--- src/rtl/sd_cmd_pkg.sv ---
// sd_cmd_pkg: shared encodings for the SD command scheduler.
package sd_cmd_pkg;

  localparam int CMD_W = 38;

  typedef enum logic [2:0] {
    ST_IDLE,
    ST_LOAD,
    ST_SEND,
    ST_ARM,
    ST_RECV,
    ST_GAP,
    ST_DONE
  } state_t;

  typedef enum logic [1:0] {
    RESP_NONE = 2'd0,
    RESP_R1   = 2'd1,
    RESP_R2   = 2'd2,
    RESP_R3   = 2'd3
  } resp_type_t;

  typedef enum logic [1:0] {
    STS_OK           = 2'd0,
    STS_CRC_ERR      = 2'd1,
    STS_RESP_TIMEOUT = 2'd2,
    STS_SEND_TIMEOUT = 2'd3
  } status_t;

endpackage

--- src/rtl/sd_cmd_scheduler_sat_counter.sv ---
// sd_sat_counter: clearable, enable-driven up-counter that sticks at all-ones
// instead of wrapping; at_limit is high once count has reached limit.
module sd_sat_counter #(
  parameter int WIDTH = 16
) (
  input  logic             clk,
  input  logic             rst,
  input  logic             clr,
  input  logic             en,
  input  logic [WIDTH-1:0] limit,
  output logic [WIDTH-1:0] count,
  output logic             at_limit
);

  // Count enabled cycles; clear has priority, saturate at all-ones.
  always_ff @(posedge clk) begin
    if (rst || clr) begin
      count <= '0;
    end else if (en && (count != '1)) begin
      count <= count + WIDTH'(1);
    end
  end

  assign at_limit = (count >= limit);

endmodule

--- src/rtl/sd_cmd_scheduler.sv ---
// sd_cmd_scheduler: runs one SD CMD-line transaction at a time (send, arm the
// receiver, timeout, bounded retry) and returns one status/response record.
// Optional build macro SD_CMD_SCHED_STATS_EN adds retry_total / fail_total.
module sd_cmd_scheduler
  import sd_cmd_pkg::*;
#(
  parameter logic [15:0] RESP_TIMEOUT = 16'd40000,
  parameter logic [15:0] SEND_TIMEOUT = 16'd20000,
  parameter int          MAX_RETRY    = 2,
  parameter logic [7:0]  GAP_CYCLES   = 8'd64
) (
  input  logic               ex_clk,
  input  logic               reset,
  input  logic               req_valid,
  output logic               req_ready,
  input  logic [5:0]         req_index,
  input  logic [31:0]        req_arg,
  input  logic [1:0]         req_resp_type,
  output logic               send_en,
  output logic [CMD_W-1:0]   send_cmd_content,
  input  logic               sd_sending,
  input  logic               sd_finished,
  output logic               receive_en,
  output logic               R2_response,
  output logic               R3_response,
  input  logic               sd_receive_started,
  input  logic               sd_receive_finished,
  input  logic               crc_response_err,
  input  logic [126:0]       response,
  output logic               done_valid,
  output logic [1:0]         done_status,
  output logic [126:0]       done_response
`ifdef SD_CMD_SCHED_STATS_EN
  ,
  output logic [15:0]        retry_total,
  output logic [15:0]        fail_total
`endif
);

  localparam int              RW       = (MAX_RETRY > 0) ? $clog2(MAX_RETRY + 1) : 1;
  localparam logic [RW-1:0]   MAX_R    = RW'(MAX_RETRY);
  // Limits are "last cycle" values: the counter starts at 0 on the first cycle.
  localparam logic [15:0]     SEND_LIM = SEND_TIMEOUT - 16'd1;
  localparam logic [15:0]     RESP_LIM = RESP_TIMEOUT - 16'd1;
  localparam logic [7:0]      GAP_LIM  = GAP_CYCLES - 8'd1;

  state_t          state;
  resp_type_t      cmd_type;
  status_t         status;
  logic [5:0]      cmd_index;
  logic [31:0]     cmd_arg;
  logic [RW-1:0]   retry_cnt;
  logic            retry_pend;
  logic            to_clr, to_en, to_hit;
  logic [15:0]     to_limit, to_count_unused;
  logic            gap_clr, gap_en, gap_hit;
  logic [7:0]      gap_count_unused;
  logic            can_retry, attempt_fail;
  logic            sending_unused;

  // sd_sending carries no information the scheduler needs beyond sd_finished.
  assign sending_unused = sd_sending;

  // Counter controls and the shared failure condition for ARM/RECV.
  always_comb begin
    to_clr       = (state == ST_LOAD) || ((state == ST_SEND) && sd_finished);
    to_en        = (state == ST_SEND) || (state == ST_ARM);
    to_limit     = (state == ST_SEND) ? SEND_LIM : RESP_LIM;
    gap_clr      = (state != ST_GAP);
    gap_en       = (state == ST_GAP);
    can_retry    = (retry_cnt < MAX_R);
    attempt_fail = ((state == ST_ARM) && !sd_receive_started && to_hit) ||
                   ((state == ST_RECV) && sd_receive_finished && crc_response_err);
  end

  sd_sat_counter #(.WIDTH(16)) u_timeout (
    .clk      (ex_clk),
    .rst      (reset),
    .clr      (to_clr),
    .en       (to_en),
    .limit    (to_limit),
    .count    (to_count_unused),
    .at_limit (to_hit)
  );

  sd_sat_counter #(.WIDTH(8)) u_gap (
    .clk      (ex_clk),
    .rst      (reset),
    .clr      (gap_clr),
    .en       (gap_en),
    .limit    (GAP_LIM),
    .count    (gap_count_unused),
    .at_limit (gap_hit)
  );

  // Transaction FSM with registered outputs.
  always_ff @(posedge ex_clk) begin
    if (reset) begin
      state            <= ST_IDLE;
      req_ready        <= 1'b1;
      send_en          <= 1'b0;
      receive_en       <= 1'b0;
      R2_response      <= 1'b0;
      R3_response      <= 1'b0;
      done_valid       <= 1'b0;
      done_status      <= 2'd0;
      done_response    <= '0;
      send_cmd_content <= '0;
      cmd_index        <= '0;
      cmd_arg          <= '0;
      cmd_type         <= RESP_NONE;
      status           <= STS_OK;
      retry_cnt        <= '0;
      retry_pend       <= 1'b0;
    end else begin
      done_valid <= 1'b0;
      case (state)
        ST_IDLE: begin
          if (req_valid && req_ready) begin
            cmd_index <= req_index;
            cmd_arg   <= req_arg;
            cmd_type  <= resp_type_t'(req_resp_type);
            retry_cnt <= '0;
            req_ready <= 1'b0;
            state     <= ST_LOAD;
          end
        end
        ST_LOAD: begin
          send_cmd_content <= {cmd_index, cmd_arg};
          send_en          <= 1'b1;
          state            <= ST_SEND;
        end
        ST_SEND: begin
          if (sd_finished) begin
            send_en <= 1'b0;
            if (cmd_type == RESP_NONE) begin
              status     <= STS_OK;
              retry_pend <= 1'b0;
              state      <= ST_GAP;
            end else begin
              receive_en  <= 1'b1;
              R2_response <= (cmd_type == RESP_R2);
              R3_response <= (cmd_type == RESP_R3);
              state       <= ST_ARM;
            end
          end else if (to_hit) begin
            // A send that never completes points at a broken link; no retry.
            send_en    <= 1'b0;
            status     <= STS_SEND_TIMEOUT;
            retry_pend <= 1'b0;
            state      <= ST_GAP;
          end
        end
        ST_ARM: begin
          if (sd_receive_started) begin
            state <= ST_RECV;
          end
        end
        ST_RECV: begin
          if (sd_receive_finished) begin
            done_response <= response;
            if (!crc_response_err) begin
              receive_en  <= 1'b0;
              R2_response <= 1'b0;
              R3_response <= 1'b0;
              status      <= STS_OK;
              retry_pend  <= 1'b0;
              state       <= ST_GAP;
            end
          end
        end
        ST_GAP: begin
          if (gap_hit) begin
            state <= retry_pend ? ST_LOAD : ST_DONE;
          end
        end
        ST_DONE: begin
          done_valid  <= 1'b1;
          done_status <= status;
          req_ready   <= 1'b1;
          state       <= ST_IDLE;
        end
        default: state <= ST_IDLE;
      endcase

      // CRC error or response timeout: tear down the receive side and retry if allowed.
      if (attempt_fail) begin
        receive_en  <= 1'b0;
        R2_response <= 1'b0;
        R3_response <= 1'b0;
        status      <= (state == ST_ARM) ? STS_RESP_TIMEOUT : STS_CRC_ERR;
        state       <= ST_GAP;
        if (can_retry) begin
          retry_cnt  <= retry_cnt + RW'(1);
          retry_pend <= 1'b1;
        end else begin
          retry_pend <= 1'b0;
        end
      end
    end
  end

`ifdef SD_CMD_SCHED_STATS_EN
  // Saturating event counters for re-issues and failed completions.
  always_ff @(posedge ex_clk) begin
    if (reset) begin
      retry_total <= '0;
      fail_total  <= '0;
    end else begin
      if (attempt_fail && can_retry && (retry_total != 16'hFFFF)) begin
        retry_total <= retry_total + 16'd1;
      end
      if ((state == ST_DONE) && (status != STS_OK) && (fail_total != 16'hFFFF)) begin
        fail_total <= fail_total + 16'd1;
      end
    end
  end
`endif

endmodule

--- config.mk ---
export PLATFORM = sky130hd
export DESIGN_NAME = sd_cmd_scheduler
export DESIGN_NICKNAME = d
export VERILOG_FILES = /design/src/rtl/sd_cmd_pkg.sv /design/src/rtl/sd_cmd_scheduler_sat_counter.sv /design/src/rtl/sd_cmd_scheduler.sv
export SDC_FILE = /design/constraint.sdc
export NUM_CORES = 1
export LEC_CHECK = 0
export BUFFER_PORTS_ARGS = -buffer_cell sky130_fd_sc_hd__buf_4
export CORE_UTILIZATION = 28
export DETAILED_ROUTE_END_ITERATION = 10
export SKIP_CTS_REPAIR_TIMING = 1
export SLEW_MARGIN = 10
export SYNTH_ARGS = -nofsm -noshare
export SYNTH_HDL_FRONTEND = slang
export SYNTH_SLANG_ARGS = --single-unit
--- constraint.sdc ---
create_clock -name ex_clk -period 2.7 [get_ports ex_clk]
set_input_delay 0.135 -clock ex_clk [delete_from_list [all_inputs] [get_ports ex_clk]]
set_output_delay 0.135 -clock ex_clk [all_outputs]
set_load 0.01 [all_outputs]
==> flow_summary.ini, run 1 <==
[synth]
synth_edf_count = 0
ys_async_sr_fraction = 0
synth-seq-area-share = 0.548
ys_ff_latch = 245
syn_nets = 1304
avgSynthCellArea_sq_um = 7.94
synth_area_sq_um = 8950
synth.distinct_cells = 48
synth-main-ff-cell = dfxtp_1
synth_cells = 1127
yosys_warnings = 0

[final_layout]
layout-drive-gt1-share = 0.255
layout.nets = 1789
utilization = 0.465
num-fill-cells = 2963
stdcell_count = 2035
area_growth_pct = 63.4
design_area_sq_um = 14600

[power_and_ir_drop]
cellPowerDensity_nw_per_um2 = 691
power_mw = 10.1
p_leak_nw = 5.88
ir_drop_mv = 0.488

[timing]
hold_viol = 1
rsz0062_at_grt = false
fin_skew_ns = 0.00582
tightest_slew_ns = 0.769
slew_headroom = 0.487
timing.final.crit_share = 0.894
fin_setup_tns_ns = 0
slew_viol_final = 0
setup_viol = 0
worst_hold_slack_ns = -0.0150
fin_crit_ns = 2.41
fmax_mhz = 415

[global_route]
grt_max_degree = 94
grt_pass1_vias = 8200
antenna_found_initial = 0
grt-ovfl-total = 0
grt_pass1_wl_um = 42400
grt.total_usage = 0.157

[setup_path]
rr_worst_depth = 6
required_ns = 3.14
reg2reg_to = status[0]
cp-end-kind = flop
worstPathMaxFanout = 8
r2r_start = state[1]
path_class = reg -> reg
rrSetupSlack_ns = 0.29
cp-start-kind = flop
arrival_ns = 2.86

[worst_hold_path]
worstHoldPathCells = 3
hold_class = in -> reg
whs_endpoint = state[0]
hold_start = crc_response_err

[drt]
drc = 0
vias = 9235
first_iter_violations = 438
via_per_inst = 4.54
wl_per_cell_um = 14.2
drtPass1Iterations = 5
drt_wl_total_um = 29000
final_antenna_net_count = 0

[floorplan]
start_util = 0.284
rows = 65
die_w_um = 181
io-pin-count = 348
coreArea_sq_um = 31500
fp.dieArea_sq_um = 32700
die_y_um = 181

[job]
maxCapViolations = 0

[placement]
hpwl_um = 18100
gp_congestion = 0.822
placed_area_sq_um = 12000
place_inst = 1816
numPortBuffers = 346

[clock_tree]
clockRootBuffer = clkbuf_16
htreeDepth = 1
clk_path_buf_depth = 3
cts.sinks = 245
cts_tree = yes
clock_latency_ns = 0.54
cts_inserted_buffers = 28
path_clk_slew_ns = 0.06

[run_status]
status = finished with violations
violations = hold timing
where the power goes:
part	internal, mW	switching [mW]
registers	3.92	0.189
clock network	2.50	1.50
logic	0.887	1.11
synthesized netlist by cell type, types with 2 or more instances:
master      n  area share
nor3_1      6      0.0034
and2_1      2      0.0014
a21oi_1   219        0.12
nor2b_1     6      0.0042
xnor2_1     5      0.0049
a31oi_1     6      0.0042
nand4_1     8      0.0056
nand3_1    11      0.0062
ha_1        2      0.0028
inv_1       5      0.0021
nor2_1     33       0.014
and3_1      4      0.0028
xor2_1     15       0.015
o21ai_1     3      0.0017
o21ai_0     6      0.0034
mux2i_1     5      0.0056
dfxtp_1   245        0.55
or2_2       2      0.0014
and4_1      5      0.0049
a211oi_1    4      0.0034
clkbuf_1   72       0.030
or3_1       7      0.0049
nand2_1   429        0.18
buf_1       3      0.0013
metrics by stage:
stage,hold slack [ns],setup WS (ns)
2_1_floorplan,0.271,0.590
3_3_place_gp,0.382,0.365
3_5_place_dp,0.390,0.329
4_1_cts,-0.188,0.284
5_1_grt,0.00847,0.0705
6_report,-0.0150,0.288
cell type report:
cell class | instances | area [sq um] | area share
flip-flops and latches | 245 | 4900 | 0.335
repair buffers | 532 | 4480 | 0.306
multi-input cells | 800 | 3740 | 0.256
clock buffers | 43 | 838 | 0.0573
well taps | 402 | 503 | 0.0344
clock inverters | 6 | 130 | 0.00890
inverters | 5 | 18.8 | 0.00128
diodes | 2 | 5.00 | 0.000342
flip-flops by register name (all words and copies together) (netlist names), 3 cells and up:
register / flops
u_timeout.count: 16
send_cmd_content: 38
state: 3
cmd_arg: 32
done_response: 127
u_gap.count: 8
cmd_index: 6
layer usage:
layer,GRT usage,wire length [um],vias to the layer above
met5,0,0,-
met4,0.0393,623,0
met3,0.0506,2210,49
met2,0.272,14100,303
met1,0.187,12000,4224
li1,-,-,4659
worst max-delay path by stage:
stage                            start     endpoint  slack [ns]  cells past startpoint
CTS                           state[1]    status[0]        0.28                      6
global route                  state[1]  R2_response        0.07                      7
floorplan           u_timeout.count[0]    status[0]        0.59                      7
detailed placement            state[1]    status[0]        0.33                      6
global placement              state[1]    status[0]        0.37                      6
finish                        state[1]    status[0]        0.29                      6
critical path, cell delays in order (launching register included):
cell and delay (ns):
dfxtp_1 0.46, nor3b_4 0.39, mux2i_1 0.17, a2111oi_4 0.44, o21ai_1 0.22, or3_1 0.38, a311oi_2 0.26
cells by family after synthesis:
group	synth area share
flip-flops	0.548
buffers and inverters	0.0354
adder cells (fa/ha/maj)	0.00280
multiplexers	0.00559
XOR/XNOR	0.0196
AND/OR/NAND/NOR	0.238
AO/OA/AOI/OAI	0.151
placed cells by master, fill, tap and decap left out, drive strengths merged, types with 2 or more instances in the layout:
master and count:
xnor2 5, bufinv 4, mux2i 5, dlygate4sd3 168, nand3 11, a21oi 219, and4 5, nand2 429
a211oi 5, a2111oi 2, or3 7, ha 2, diode 2, or3b 2, nor2b 6, a31oi 6
buf 364, nor2 33, nor3b 2, and2 2, clkinv 2, o21ai 9, nor3 6, nand4 8
inv 5, dfxtp 245, or2 2, clkbuf 43, and3 4, xor2 15
Power figures use the tool's default switching activity.
==> run 2, diff against run 1 <==
--- a/config.mk
+++ b/config.mk
@@ -12,4 +12,5 @@
 export SLEW_MARGIN = 10
 export SYNTH_ARGS = -nofsm -noshare
 export SYNTH_HDL_FRONTEND = slang
+export SYNTH_HIERARCHICAL = 1
 export SYNTH_SLANG_ARGS = --single-unit
==> run 2 against run 1 <==
The flow now finishes without violations. Setup slack worse by 0.15 ns. Cell area rose by 6.6%. Hold slack better by 0.015 ns. Die area rose by 9.7%. Clock power grew 1%. Flip-flop and latch count unchanged. Maximum frequency shrank 5.8%. Critical path depth increased by 6. Cell count is 8.4% higher. First-iteration DRC count shrank 16%. Sequential share of layout area fell by 2.1 points. Critical endpoint is now status[1]. Largest power group unchanged.
==> flow_summary.ini, run 2 <==
[power_and_ir_drop]
comb_power_share = 0.224
ir_drop_mv = 0.557
switchingPower_mw = 3.04
cellPowerDensity_nw_per_um2 = 670
internal-power_mw = 7.40
p_leak_nw = 6.44
pwr-share-seq = 0.390
clkPwrFrac = 0.385
switching_share = 0.291
power_mw = 10.4

[clock_tree]
cts.sinks = 245
clockRootBuffer = clkbuf_16
clk_path_buf_depth = 3
cts_inserted_buffers = 29
path_clk_slew_ns = 0.06
cts_tree = yes
htreeDepth = 1
clock_latency_ns = 0.55

[global_route]
grt_pass1_vias = 8919
use_met3 = 0.0497
busiest_layer = met2
antenna_found_initial = 1
grt.total_usage = 0.159
grtUsageMet1 = 0.195
gr-usage-met2 = 0.271
grt_max_degree = 128
grt_pass1_wl_um = 46900
grt-ovfl-total = 0

[timing]
timing.final.crit_share = 0.948
fin_setup_tns_ns = 0
fin_skew_ns = 0.0212
slew_viol_final = 0
setup_viol = 0
hold_viol = 0
slew_headroom = 0.540
tightest_slew_ns = 0.689
fin_crit_ns = 2.56
fmax_mhz = 391

[setup_path]
critPathSlowestCell = dfxtp_1
cp-end-kind = flop
worst_path_most_repeated_cell = nand3_1
required_ns = 3.12
r2r_start = state[0]
cp-start-kind = flop
cp.buffers_inverters = 1
crit_family = compound AO/OA/AOI/OAI gates
path_class = reg -> reg
startpoint = state[0]
arrival_ns = 2.98
cp_slowest_stage_delay_ns = 0.33
path_cells = nor3b_4 > inv_1 > ha_4 > a21o_1 > nand3_1 > a21oi_1 > a211oi_1 > nand3_1 > nor2b_4 > o311ai_4 > a21oi_2 > mux2_1
worstPathMaxFanout = 4

[floorplan]
rows = 68
die_y_um = 189
coreArea_sq_um = 34500
die_w_um = 189
start_util = 0.284
io-pin-count = 348
fp.dieArea_sq_um = 35800

[synth]
synth.distinct_cells = 71
yosys-top-cells-area = dfxtp_1 50%, nand2_1 17%, a21oi_1 12%
synth_top_area_share = 0.499
synth_top_area_cell = dfxtp_1
synth_cells = 1222
ys_ff_latch = 245
synth-seq-area-share = 0.499
avgSynthCellArea_sq_um = 8.04
ys_async_sr_fraction = 0
yosys_warnings = 6
synth-main-ff-cell = dfxtp_1
synth_most_common_cell = nand2_1
synth_area_sq_um = 9830
synth_common_cells = 437 x nand2_1, 245 x dfxtp_1, 228 x a21oi_1
synth_edf_count = 0

[drt]
vias = 9979
drt_wl_total_um = 31700
via_per_inst = 4.53
drc = 0
wl_per_cell_um = 14.4
first_iter_violations = 368
final_antenna_net_count = 0
drtPass1Iterations = 6

[placement]
hpwl_um = 20100
numPortBuffers = 346
gp_congestion = 0.815

[final_layout]
max_flop_register = done_response
final_cell_mix = 437 x nand2_1, 358 x buf_4, 245 x dfxtp_1, 228 x a21oi_1, 169 x dlygate4sd3_1
largest_reg_flops = 127
layout-drive-gt1-share = 0.253
final_common_cell = nand2_1
area_growth_pct = 58.6
top_regs = done_response x127, send_cmd_content x38, cmd_arg x32
layout.nets = 1927
utilization = 0.451

[job]
maxCapViolations = 0

[worst_hold_path]
hold_start = reset
hold_class = in -> reg

[run_status]
status = complete, no violations
-- run 2: cell count changes in the layout (fill, tap and decap cells not counted), sizes merged, moves of 5 or more --
cell,delta
inv,+26
ha,+24
conb,+19
a21oi,+10
xor2,-10
nand2,+9
nor3,+7
nor2,-5
or3,-5
-- run 2: final timing paths --
check | endpoint | slack, ns | cells after the start
max | status[1] | 0.14 | 12
min | send_en | 0.0003 | 2
max reg2reg | status[1] | 0.14 | 12
min reg2reg | send_cmd_content[33] | 0.45 | 2
-- run 2: worst register-to-register path: stages (launching register included) --
cell and delay [ns]:
dfxtp_1 0.33, nor3b_4 0.29, inv_1 0.12, ha_4 0.22
a21o_1 0.15, nand3_1 0.07, a21oi_1 0.07, a211oi_1 0.23
nand3_1 0.13, nor2b_4 0.15, o311ai_4 0.24, a21oi_2 0.13
mux2_1 0.32
-- run 2: stage by stage --
stage               worst slack, ns  instances  hold slack [ns]  area, sq um
detailed placement           0.0792       1980            0.391        12900
global route               -0.00646       2204           0.0136        15600
finish                        0.139       2205         0.000285        15600
floorplan                  -0.00511       1239            0.271         9910
global placement              0.137       1980            0.381        12900
CTS                          0.0652       2034           -0.207        13900
-- run 2: routing by layer --
metal  vias to the layer above  wire length [um]
met3                        57              2070
met2                       281             15400
met4                         0               899
met1                      4593             13300
li1                       5048                 -
met5                         -                 0
-- run 2: cells by family (layout without fill, tap and decap cells) --
family,Yosys count,in the layout,share of synthesized area
AO/OA/AOI/OAI,282,282,0.162
XOR/XNOR,10,10,0.00891
adder cells (fa/ha/maj),26,26,0.0331
buffers and inverters,106,616,0.0511
flip-flops,245,245,0.499
multiplexers,5,5,0.00522
other,2,20,0.000764
AND/OR/NAND/NOR,546,546,0.240
-- run 2: area by class of cell --
class / count / area (sq um)
Clock buffer: 43 / 818
Clock inverter: 11 / 163
Sequential cell: 245 / 4900
Antenna cell: 1 / 2.50
Tap cell: 455 / 569
Fill cell: 3332 / 19000
Timing Repair Buffer: 532 / 4470
Inverter: 30 / 113
Multi-Input combinational cell: 888 / 4540
-- run 2: power by group through the flow --
stage	combinational, mW	sequential (mW)	clock (mW)
5_1_grt	2.60	4.11	4.31
3_5_place_dp	2.15	4.15	0
2_1_floorplan	1.24	4.19	0
6_report	2.34	4.08	4.03
3_3_place_gp	2.13	4.14	0
4_1_cts	2.16	4.08	4.17
